### src/rtl/arm_mem_pkg.sv
`default_nettype none
// ============================================================================
//  Module   : arm_mem_pkg
//  Purpose  : Shared types and encodings for the CPU/graphics RAM arbiter.
//  Revision : 1.0  - initial release
// ============================================================================
package arm_mem_pkg;

    typedef enum logic [0:0] {
        ARB       = 1'b0,
        GFX_BURST = 1'b1
    } arb_state_t;

    localparam logic [1:0] OWN_NONE = 2'd0;
    localparam logic [1:0] OWN_CPU  = 2'd1;
    localparam logic [1:0] OWN_GFX  = 2'd2;

endpackage
`default_nettype wire

### src/rtl/arb_starve_cnt.sv
`default_nettype none
// ============================================================================
//  Module   : arb_starve_cnt
//  Purpose  : Saturating count of cycles the graphics port waited behind the CPU.
//  Revision : 1.0  - initial release
// ============================================================================
module arb_starve_cnt #(
    parameter int MAX = 8,
    parameter int W   = 8
) (
    input  logic clk,
    input  logic rst,
    input  logic i_clr,
    input  logic i_inc,
    output logic o_sat
);

    localparam logic [W-1:0] c_max = W'(MAX);

    logic [W-1:0] r_cnt;

    always_ff @(posedge clk) begin
        if (rst) begin
            r_cnt <= '0;
        end else if (i_clr) begin
            r_cnt <= '0;
        end else if (i_inc && !o_sat) begin
            r_cnt <= r_cnt + 1'b1;
        end
    end

    assign o_sat = (r_cnt == c_max);

endmodule
`default_nettype wire

### src/rtl/arm_mem_arbiter.sv
`default_nettype none
// ============================================================================
//  Module   : arm_mem_arbiter
//  Purpose  : CPU-priority arbiter for a shared single-port RAM with a
//             starvation-triggered bounded graphics burst.
//  Revision : 1.0  - initial release
// ============================================================================
module arm_mem_arbiter
    import arm_mem_pkg::*;
#(
    parameter int ADDR_W       = 16,
    parameter int DATA_W       = 32,
    parameter int GFX_MAX_WAIT = 8,
    parameter int BURST_LEN    = 4
) (
    input  logic              clk,
    input  logic              reset,
    input  logic              cpu_req,
    input  logic              cpu_we,
    input  logic [ADDR_W-1:0] cpu_addr,
    input  logic [DATA_W-1:0] cpu_wdata,
    output logic              cpu_gnt,
    output logic              cpu_stall,
    output logic              cpu_rvalid,
    output logic [DATA_W-1:0] cpu_rdata,
    input  logic              gfx_req,
    input  logic              gfx_we,
    input  logic [ADDR_W-1:0] gfx_addr,
    input  logic [DATA_W-1:0] gfx_wdata,
    output logic              gfx_gnt,
    output logic              gfx_rvalid,
    output logic [DATA_W-1:0] gfx_rdata,
    output logic              mem_en,
    output logic              mem_we,
    output logic [ADDR_W-1:0] mem_addr,
    output logic [DATA_W-1:0] mem_wdata,
    input  logic [DATA_W-1:0] mem_rdata
);

    localparam logic [4:0] c_burst_len = 5'(BURST_LEN);

    arb_state_t r_state;
    arb_state_t w_state_nxt;
    logic [4:0] r_beat_cnt;
    logic [4:0] w_beat_nxt;
    logic [1:0] w_owner;
    logic       w_wait_clr;
    logic       w_wait_inc;
    logic       w_wait_sat;
    logic       r_cpu_rvalid;
    logic       r_gfx_rvalid;

    arb_starve_cnt #(
        .MAX (GFX_MAX_WAIT),
        .W   (8)
    ) u_starve_cnt (
        .clk   (clk),
        .rst   (reset),
        .i_clr (w_wait_clr),
        .i_inc (w_wait_inc),
        .o_sat (w_wait_sat)
    );

    always_comb begin
        w_owner     = OWN_NONE;
        w_state_nxt = r_state;
        w_beat_nxt  = r_beat_cnt;
        w_wait_clr  = 1'b0;
        w_wait_inc  = 1'b0;
        case (r_state)
            ARB: begin
                if (w_wait_sat && gfx_req) begin
                    // Starved long enough: this grant is the first beat of the burst.
                    w_owner    = OWN_GFX;
                    w_beat_nxt = 5'd1;
                    if (BURST_LEN == 1) begin
                        w_wait_clr = 1'b1;
                    end else begin
                        w_state_nxt = GFX_BURST;
                    end
                end else if (cpu_req) begin
                    w_owner    = OWN_CPU;
                    w_wait_inc = gfx_req;
                end else if (gfx_req) begin
                    w_owner    = OWN_GFX;
                    w_wait_clr = 1'b1;
                end
            end
            GFX_BURST: begin
                if (gfx_req) begin
                    w_owner    = OWN_GFX;
                    w_beat_nxt = r_beat_cnt + 5'd1;
                    if (w_beat_nxt == c_burst_len) begin
                        w_state_nxt = ARB;
                        w_wait_clr  = 1'b1;
                    end
                end else begin
                    w_state_nxt = ARB;
                    w_wait_clr  = 1'b1;
                end
            end
            default: w_state_nxt = ARB;
        endcase
        if (reset) begin
            w_owner = OWN_NONE;
        end
    end

    assign cpu_gnt   = (w_owner == OWN_CPU);
    assign gfx_gnt   = (w_owner == OWN_GFX);
    assign cpu_stall = cpu_req & ~cpu_gnt;

    always_comb begin
        mem_en    = 1'b0;
        mem_we    = 1'b0;
        mem_addr  = '0;
        mem_wdata = '0;
        case (w_owner)
            OWN_CPU: begin
                mem_en    = 1'b1;
                mem_we    = cpu_we;
                mem_addr  = cpu_addr;
                mem_wdata = cpu_wdata;
            end
            OWN_GFX: begin
                mem_en    = 1'b1;
                mem_we    = gfx_we;
                mem_addr  = gfx_addr;
                mem_wdata = gfx_wdata;
            end
            default: ;
        endcase
    end

    always_ff @(posedge clk) begin
        if (reset) begin
            r_state      <= ARB;
            r_beat_cnt   <= 5'd0;
            r_cpu_rvalid <= 1'b0;
            r_gfx_rvalid <= 1'b0;
        end else begin
            r_state      <= w_state_nxt;
            r_beat_cnt   <= w_beat_nxt;
            r_cpu_rvalid <= cpu_gnt & ~cpu_we;
            r_gfx_rvalid <= gfx_gnt & ~gfx_we;
        end
    end

    // RAM output is registered, so the returning word lines up with rvalid.
    assign cpu_rvalid = r_cpu_rvalid;
    assign gfx_rvalid = r_gfx_rvalid;
    assign cpu_rdata  = r_cpu_rvalid ? mem_rdata : '0;
    assign gfx_rdata  = r_gfx_rvalid ? mem_rdata : '0;

endmodule
`default_nettype wire

### config.mk
export PLATFORM = sky130hd
export DESIGN_NAME = arm_mem_arbiter
export DESIGN_NICKNAME = d
export VERILOG_FILES = /design/src/rtl/arm_mem_pkg.sv /design/src/rtl/arb_starve_cnt.sv /design/src/rtl/arm_mem_arbiter.sv
export SDC_FILE = /design/constraint.sdc
export NUM_CORES = 1
export LEC_CHECK = 0
export BUFFER_PORTS_ARGS = -buffer_cell sky130_fd_sc_hd__buf_2
export CAP_MARGIN = 40
export CELL_PAD_IN_SITES_DETAIL_PLACEMENT = 1
export CELL_PAD_IN_SITES_GLOBAL_PLACEMENT = 1
export CORE_MARGIN = 2
export CORE_UTILIZATION = 17
export CTS_CLUSTER_DIAMETER = 100
export DETAILED_ROUTE_END_ITERATION = 16
export GPL_TIMING_DRIVEN = 1
export MAX_ROUTING_LAYER = met4
export PLACE_DENSITY_LB_ADDON = 0.15
export SLEW_MARGIN = 20
export SYNTH_ARGS = -nofsm -noshare
export SYNTH_HDL_FRONTEND = slang
export SYNTH_SLANG_ARGS = --single-unit
### constraint.sdc
create_clock -name clk -period 2.6 [get_ports clk]
set_input_delay 0.39 -clock clk [delete_from_list [all_inputs] [get_ports clk]]
set_output_delay 0.39 -clock clk [all_outputs]
set_load 0.01 [all_outputs]
Yosys cells after proc, flatten, opt, wreduce, memory -nomap -nowiden
Cells that the tools add are included.
{ "word_totals": {"regBits": 16, "elab_cells": 53, "in_bits": 134} }
{ "classes": {"addsub": 2, "muxes": 27, "n_eq_ne": 6, "n_bitwise": 7, "n_reduce_logical": 6} }
{ "op_table": {"columns": ["op", "n"], "rows": [
  ["32-bit two-way mux", 2],
  ["32-bit case mux with 2 select lines", 1],
  ["16-bit case mux with 2 select lines", 1],
  ["1-bit two-way mux", 12],
  ["5-bit two-way mux", 2],
  ["5-bit case mux with 2 select lines", 1],
  ["8-bit by 1-bit adder with 8-bit output, second input constant", 1],
  ["8-bit by 4-bit equality test with 1-bit output, second input constant", 1],
  ["2-bit two-way mux", 4],
  ["1-bit case mux with 2 select lines", 3],
  ["5-bit by 1-bit adder with 5-bit output, second input constant", 1],
  ["5-bit by 3-bit equality test with 1-bit output, second input constant", 1],
  ["2-bit inequality test, second input constant", 2],
  ["1-bit NOT", 4],
  ["2-bit case mux with 2 select lines", 1],
  ["2-bit OR reduction", 2],
  ["1-bit bitwise AND", 3],
  ["2-bit by 1-bit equality test with 1-bit output, second input constant", 1],
  ["2-bit equality test, second input constant", 1],
  ["1-bit logical AND", 2],
  ["2-bit AND reduction", 1],
  ["1-bit zero test", 1]
]} }

Depth between registers and ports, before layout
Gate-level depths: netlist (run 1).
{ "depth": {"ltp_word": 8, "ltp_mapped": 11} }

Cells and area by module
A second synthesis (run 1) with hierarchy kept.
{ "hier_totals": {"hier_cells": 286, "area_unflattened_um2": 1896.8} }
{ "by_module_without_submodules": {"columns": ["mod", "seq_area_each_um2", "n_inst", "cells_each", "area_each_um2"], "rows": [
  ["arm_mem_arbiter", 160.2, 1, 237, 1485.2],
  ["arb_starve_cnt", 160.2, 1, 49, 411.6]
]} }

Least setup slack after synthesis (run 1)
OpenSTA, ideal clock, no wires.
{ "synth_path": {"path_kind": "register to output", "startpoint": "register u_starve_cnt.r_cnt[0]", "endpoint": "output mem_addr[0]", "arrival_time_ns": 2.235, "path_stages_with_launch": 12, "slack_ns": -0.025, "path_cell_list": "dfxtp_1 > inv_1 > ha_1 > nor4b_4 > and2_4 > o21ai_4 > a21oi_1 > ha_1 > clkbuf_1 > buf_2 > a22oi_1 > nor2_1"} }
{ "synth_between": {"elab_chain_len": 7, "word_cells_on_any_way": 8, "cone_classes": "eq/ne (3); mux (4); reduce/logical (1)"} }
{ "synth_lines": {"columns": ["item", "line", "rtl"], "rows": [
  ["from (decl)", "arb_starve_cnt.sv:20", "logic [W-1:0] r_cnt;"],
  ["from (signal assigned)", "arb_starve_cnt.sv:28", "r_cnt <= r_cnt + 1'b1;"],
  ["8-bit by 4-bit equality test with 1-bit output", "arb_starve_cnt.sv:32", "assign o_sat = (r_cnt == c_max);"],
  ["1-bit logical AND", "arm_mem_arbiter.sv:72", "if (w_wait_sat && gfx_req) begin"],
  ["2-bit two-way mux", "arm_mem_arbiter.sv:72", null],
  ["2-bit case mux with 2 select lines", "arm_mem_arbiter.sv:70", "case (r_state)"],
  ["2-bit two-way mux", "arm_mem_arbiter.sv:104", "if (reset) begin"],
  ["2-bit equality test", null, null],
  ["via gfx_gnt", "arm_mem_arbiter.sv:30", "output logic gfx_gnt,"],
  ["16-bit case mux with 2 select lines", "arm_mem_arbiter.sv:118", "case (w_owner)"],
  ["to (decl)", "arm_mem_arbiter.sv:35", "output logic [ADDR_W-1:0] mem_addr,"]
]} }
The timed path passes the listed nets, and every way through them passes these cells.

Final worst setup path (run 1)
{ "layout_path": {"startpoint": "register u_starve_cnt.r_cnt[1]", "endpoint": "output mem_addr[6]"} }
{ "layout_between": {"elab_chain_len": 7, "word_cells_on_any_way": 8, "cone_classes": "eq/ne (3); mux (4); reduce/logical (1)"} }
{ "layout_lines": {"columns": ["item", "line"], "rows": [
  ["8-bit by 4-bit equality test with 1-bit output *", "arb_starve_cnt.sv:32"],
  ["1-bit logical AND *", "arm_mem_arbiter.sv:72"],
  ["2-bit two-way mux *", "arm_mem_arbiter.sv:72"],
  ["2-bit case mux with 2 select lines *", "arm_mem_arbiter.sv:70"],
  ["2-bit two-way mux *", "arm_mem_arbiter.sv:104"],
  ["2-bit equality test or 2-bit by 1-bit equality test with 1-bit output (tied branches)", "arm_mem_arbiter.sv:118"],
  ["16-bit case mux with 2 select lines *", "arm_mem_arbiter.sv:118"]
]} }
Every way passes the cells marked *; elsewhere a longest branch is shown, timed or not.

==> results of run 1 <==
==> worst register-to-register path, stage by stage, from the launching register on <==
cell,delay (ps)
dfxtp_2,320
inv_2,70
ha_4,130
nor4b_4,190
and2_4,220
o21ai_4,80
a21o_1,200
ha_4,200
buf_12,140
buf_6,110
buf_4,120
nor3b_1,120
==> Yosys cell counts <==
master / instances / area [um2]
a211o_1: 1 / 8.76
a21o_1: 3 / 22.5
a21oi_1: 5 / 25.0
a22oi_1: 49 / 368
a31oi_1: 2 / 12.5
a32o_2: 3 / 33.8
and2_1: 65 / 407
and2_4: 1 / 8.76
and3_1: 1 / 6.26
and3b_1: 1 / 8.76
buf_1: 2 / 7.51
buf_2: 2 / 10.0
clkbuf_1: 20 / 75.1
clkbuf_4: 1 / 7.51
dfxtp_1: 16 / 320
ha_1: 6 / 75.1
inv_1: 6 / 22.5
inv_2: 2 / 7.51
mux2i_1: 2 / 20.0
nand2_1: 3 / 11.3
nand2b_1: 1 / 6.26
nand3_1: 5 / 25.0
nand3b_1: 1 / 7.51
nand4_1: 2 / 12.5
nand4b_1: 1 / 8.76
nor2_1: 60 / 225
nor2b_1: 1 / 6.26
nor3_1: 2 / 10.0
nor3_2: 1 / 10.0
nor3b_1: 2 / 15.0
nor3b_2: 1 / 12.5
nor4b_2: 1 / 15.0
nor4b_4: 2 / 47.6
o21a_1: 1 / 7.51
o21ai_1: 2 / 10.0
o21ai_4: 1 / 16.3
o311ai_4: 1 / 26.3
or3_1: 1 / 6.26
xnor2_1: 3 / 26.3
xor2_1: 3 / 26.3
==> how the worst max path moves through the flow <==
stage	to	startpoint	cells after the start
final	mem_addr[6]	u_starve_cnt.r_cnt[1]	12
after global routing	mem_wdata[8]	u_starve_cnt.r_cnt[1]	11
after CTS	mem_wdata[28]	u_starve_cnt.r_cnt[0]	12
after detailed placement	mem_wdata[27]	u_starve_cnt.r_cnt[0]	11
after global placement	mem_addr[3]	u_starve_cnt.r_cnt[0]	11
after floorplan	mem_wdata[0]	u_starve_cnt.r_cnt[0]	11
==> routing by layer <==
metal / share of wire / routed length, um / track usage / up-vias
li1: - / - / - / 1511
met1: 0.37 / 4330 / 0.180 / 1451
met2: 0.53 / 6150 / 0.328 / 173
met3: 0.083 / 964 / 0.0408 / 8
met4: 0.0096 / 111 / 0.0346 / 0
met5: 0 / 0 / - / -
==> state kept, by name, indices dropped and copies added (netlist names) <==
signal              count
u_starve_cnt.r_cnt      8
r_state                 1
r_beat_cnt              5
cpu_rvalid              1
gfx_rvalid              1
==> power groups by stage <==
stage,registers (mW),logic [mW],clock network (mW)
finish,0.250,0.442,0.343
global route,0.251,0.478,0.361
CTS,0.253,0.420,0.346
detailed placement,0.258,0.323,0
global placement,0.257,0.318,0
floorplan,0.255,0.138,0
==> final cells by class <==
class,instances,area (um2),share of cell area
antenna,1,2.50,0.000593
clock buffer,4,88.8,0.0211
inverter,8,32.5,0.00771
multi-input combinational,234,1830,0.434
sequential,16,323,0.0765
tap,143,179,0.0424
timing repair buffer,282,1760,0.418
==> cells by family (layout without fill, tap and decap cells) <==
group                      count (synthesis)  after routing  share of synthesized area
muxes                                      2              2                     0.0101
AOI/OAI and AO/OA                         68             68                      0.268
other                                      0              1                          0
DFF                                       16             16                      0.162
adders and majority gates                  6              6                     0.0379
xor gates and xnor gates                   6              6                     0.0266
buffers and inverters                     33            294                     0.0658
and+or+nand+nor                          152            152                      0.429
==> timing repair <==
item / CTS / global route
gates resized for setup: 61 / 11
gates cloned: 6 / 3
pin swaps: 21 / 56
setup endpoints to repair: 51 / 53
hold buffers: 0 / 0
buffers inserted: 6 / 3
==> results.md, run 1 <==
* Worst Hold Class: primary input to register
* Clock share of power at 0.331
* Sw frac at 0.315
* Synthesized area per cell at 6.99 um2
* Worst Skew at 1.91 ps
* Vias in the first global route at 3179
* Worst path cell trace: inv_2 > ha_4 > nor4b_4 > and2_4 > o21ai_4 > a21o_1 > ha_4 > buf_12 > buf_12 > a22oi_2 > nor2_1 > buf_2
* Critical Path Start Type: register
* FF+latch count, synth at 16
* Pleak at ~2.2 nW
* Power Total at 1.04 mW
* Core area at 11400 um2
* Final Max Tran Viols at 0
* Fillers at 1422
* Post-synthesis sequential area ratio at 0.162
* Combinational group share of total power at 0.427
* Post-Layout Cell Count at 688
* DRT iter0 DRCs at around 110
* # placed instances at 663
* Final hold vios at 0
* Final setup viols at 50
* Worst EP required at 2210 ps
* CTS H-tree depth at 1
* Min-Delay Endpoint: gfx_rvalid
* Row count at 39
* R2R Path End: cpu_rvalid
* Hpwl dp at slightly above 8 mm
* CP max stage delay at 320 ps
* Most frequent cells in the layout: buf_2, and2_1, nor2_1
* Slew HR at 0.680
* Min cycle time layout at 2690 ps
* Final WL at ~12 mm
* Critical path class: register to primary output
* Worst-margin pin slew at 479 ps
* RSZ-0062 raised after global routing: true
* Chip Width at 112 um
* Post-Place Worst Slack at 105 ps
* Max Root-Sink Buffers at 2
* Pre-antenna DRT Iters at 4
* Fmax at ~0.37 GHz
* Setup ws final at -89.4 ps
* GRT Util Overall at 0.172
* Final instance area at 4220 um2
* Worst Min Path Start: gfx_we
* Top Family by Delay on Critical Path: buffers and inverters
* Gr ovfl total at 0
* Worst R2R Path Depth at 11
* Outcome: complete, but fails checks
* Switching power at approximately 330 uW
* DR WL/cell at between 15 and 20 um
* First-pass GRT wire length at 16.8 mm
* Cell Area, Placed at 3440 um2
* Internal power at roughly 700 uW
* Most common cell after layout, fill and taps aside: buf_2
* Period utilization at 1.03
* Final Util at 0.371
* CTS tree: done
* R2R Setup Slk at 570 ps
* Die ar. at 12500 um2
* Reg2reg start: u_starve_cnt.r_cnt[1]
* Distinct cells, synth at 40
* Mapped Area at between 1500 and 2000 um2
* Worst skew pair latency at 250 ps
* DR vias at 3143
* Share of layout cells above drive strength 1 at 0.658
* Nets at 685
* Drt drc at 0
* Power Dens Cells at 246 nW/um2
* Arr. time, crit path at 2300 ps
* Crit path buf inv count at 4
* Hold_ws at approximately 340 ps
* CP max-delay cell: dfxtp_2
* Num CTS Buffers at 3
* Die height at 112 um
* Setup crit end kind: primary output
* Worst-path clk slew at 50 ps
* Syn_nets at 423
* Peak VDD IR at 0.184 mV
* Largest net degree at the start of global routing at 37
* Vias per cell at 4.57
* Hold Crit Depth at 2
* Area grow syn2layout at 113%
* Setup TNS at -2810 ps
* Sequential power share at 0.242
* Buffers on Ports at approximately 250
* Final weighted congestion in routability-driven placement at roughly 0.77
* Initial antenna violation count at 1
* Maxcap violations at 0
* Starting Density at 0.174
* Syn Inst Count at 283
* Failing checks: setup timing
* Clk root buf: clkbuf_16
* Clock Sinks at 16
* Antenna Nets Post-Route at 0
* Synth warn at 0
* Max Fanout on Critical Path at 7
* # IOs at about 250
(Power assumes the default switching activity.)
==> run 2, diff against run 1 <==
--- a/config.mk
+++ b/config.mk
@@ -15,7 +15,7 @@
 export DETAILED_ROUTE_END_ITERATION = 16
 export GPL_TIMING_DRIVEN = 1
 export MAX_ROUTING_LAYER = met4
-export PLACE_DENSITY_LB_ADDON = 0.15
+export PLACE_DENSITY = 0.77
 export SLEW_MARGIN = 20
 export SYNTH_ARGS = -nofsm -noshare
 export SYNTH_HDL_FRONTEND = slang
==> run 2 against run 1 <==
The run still ends with setup timing left. Register-to-register slack improved by 110 ps. Die area did not move. Worst hold slack got worse by 8.7 ps. Fmax shrank 1.5%. Wire length rose by 1.1%. Global-route usage is 1.4 points lower. Highest routed layer unchanged.
==> results.md, run 2 (synthesis results as in run 1) <==
* Worst Skew at 6.58 ps (+4.67 ps)
* Worst-path clk slew at 50 ps (about the same)
* Worst Setup SP: u_starve_cnt.r_cnt[0]
* Arr. time, crit path at 2340 ps (+40 ps)
* Drt drc at 0 (unchanged)
* Num CTS Buffers at 3 (unchanged)
* Pleak at 2.14 nW (-2.5%)
* Crit path to: mem_wdata[17]
* Die ar. at 12500 um2 (unchanged)
* Buffers on Ports at 252 (unchanged)
* Max Root-Sink Buffers at 2 (unchanged)
* Failing checks: setup timing
* DRT iter0 DRCs at 138 (+21%)
* Die height at 112 um (unchanged)
* Largest regs: u_starve_cnt.r_cnt x8, r_beat_cnt x5
* Clock share of power at 0.303 (-0.028)
* Core area at 11400 um2 (unchanged)
* Clk root buf: clkbuf_16
* Critical Path Start Type: register
* Setup TNS at -4020 ps (-1210 ps)
* GRT Util Overall at 0.158 (-0.0140)
* Sequential power share at 0.256 (+0.014)
* Final instance area at 4110 um2 (-2.5%)
* DR vias at 3164 (+0.67%)
* Switching power at 320 uW (-2.0%)
* Min cycle time layout at 2730 ps (+41.4 ps)
* Pre-antenna DRT Iters at 4 (unchanged)
* DR WL/cell at 17.2 um (+2.3%)
* Peak VDD IR at 0.190 mV (+3.2%)
* Largest net degree at the start of global routing at 34 (-8.1%)
* First-pass GRT wire length at 15.9 mm (-5.7%)
* Worst Hold Class: primary input to register
* CTS H-tree depth at 1 (unchanged)
* Reg2reg start: u_starve_cnt.r_cnt[0]
* Area grow syn2layout at 108%
* Final hold vios at 0 (unchanged)
* Vias per cell at 4.65 (+1.9%)
* Max Fanout on Critical Path at 6 (-1)
* Critical path class: register to primary output
* Hold_ws at 329 ps (-8.66 ps)
* Internal power at 669 uW (-5.7%)
* Power Dens Cells at 240 nW/um2 (-2.0%)
* Worst skew pair latency at 250 ps (about the same)
* Final WL at 11.7 mm (+1.1%)
* Outcome: complete, but fails checks
* Nets at 679 (-0.88%)
* Hold Crit Depth at 2 (unchanged)
* RSZ-0062 raised after global routing: true
* Slew HR at 0.463 (-0.217)
* Cell Area, Placed at 3420 um2 (-0.44%)
* Initial antenna violation count at 0 (-1)
* Gr ovfl total at 0 (unchanged)
* # IOs at 253 (unchanged)
* Max reg flops at 8 (unchanged)
* Row count at 39 (unchanged)
* Worst-margin pin slew at 804 ps (+325 ps)
* Vias in the first global route at 3164 (-0.47%)
* Hpwl dp at 8.67 mm (+6.9%)
* R2R Setup Slk at 680 ps (+110 ps)
* Share of layout cells above drive strength 1 at 0.659 (+0.00113)
* Setup ws final at -131 ps (-41.4 ps)
* Maxcap violations at 0 (unchanged)
* Worst EP required at 2210 ps (about the same)
* Final Util at 0.362 (-0.00936)
* Most common cell after layout, fill and taps aside: buf_2
* Combinational group share of total power at 0.441 (+0.014)
* Clock Sinks at 16 (unchanged)
* Most frequent cells in the layout: buf_2, and2_1, nor2_1
* Period utilization at 1.05 (+0.0159)
* Power Total at 989 uW (-4.5%)
* Register bank with the most flops: u_starve_cnt.r_cnt
* Fmax at 0.366 GHz (-1.5%)
* Sw frac at 0.323 (+0.00841)
* R2R Path End: cpu_rvalid
* N_diodes at 0 (-1)
* Worst R2R Path Depth at 9 (-2)
* Cts hold-fix bufs at 0 (unchanged)
* Setup crit end kind: primary output
* CTS tree: done
* Antenna Nets Post-Route at 0 (unchanged)
* Final Max Tran Viols at 0 (unchanged)
* Starting Density at 0.174 (unchanged)
* Final setup viols at 48 (-4.0%)
* Chip Width at 112 um (unchanged)
* Final weighted congestion in routability-driven placement at 0.833 (+8.2%)
-- run 2: cell types whose count changed in the layout (fill, tap and decap cells not counted), sizes merged --
cell,change
diode,-1
buf,-7
-- run 2: timing repair --
action,in CTS,in global routing
cloned,1,6
pin swaps,4,54
setup buffers,2,7
resized for setup,18,68
setup endpoints to repair,50,52
endpoints found under the hold margin,0,0
-- run 2: per-stage QoR --
stage,std cells,worst slack [ps]
floorplan,283,-4.11
global placement,661,113
detailed placement,661,27.1
CTS,667,-125
global route,680,-222
finish,680,-131
-- run 2: final cells by class --
| class | count | area (um2) |
|---|---|---|
| Inverter | 8 | 32.5 |
| Sequential cell | 16 | 323 |
| Fill cell | 1462 | 7260 |
| Tap cell | 143 | 179 |
| Timing Repair Buffer | 276 | 1650 |
| Multi-Input combinational cell | 234 | 1850 |
| Clock buffer | 3 | 75.1 |
-- run 2: worst min path at each step --
stage / endpoint / from / slack, ps
CTS: gfx_rvalid / gfx_we / 340
global placement: r_beat_cnt[1] / r_beat_cnt[1] / 480
detailed placement: r_beat_cnt[1] / r_beat_cnt[1] / 510
floorplan: cpu_rvalid / cpu_we / 470
global route: gfx_rvalid / gfx_we / 350
finish: gfx_rvalid / gfx_we / 330
-- run 2: metal layers --
layer,part of all wire,GRT usage,routed length (um),vias up
li1,-,-,-,1492
met1,0.37,0.173,4370,1473
met2,0.54,0.300,6290,184
met3,0.071,0.0207,828,15
met4,0.016,0.0428,188,0
met5,0,-,0,-
-- run 2: worst max-delay path, stage by stage, from the launching register on --
cell and delay, ps:
dfxtp_2 340, inv_2 50, ha_4 150, nor4b_4 130, and2_4 190, a211o_4 380, inv_4 70, ha_4 150
buf_6 130, buf_8 140, a22oi_2 60, nor2_1 130, buf_2 150
-- run 2: power by group through the flow --
stage / Clock [mW] / Combinational [mW] / Sequential (mW)
final: 0.299 / 0.436 / 0.253
after global routing: 0.315 / 0.467 / 0.253
after CTS: 0.293 / 0.347 / 0.253
after detailed placement: 0 / 0.323 / 0.257
after global placement: 0 / 0.316 / 0.257
after floorplan: 0 / 0.138 / 0.255
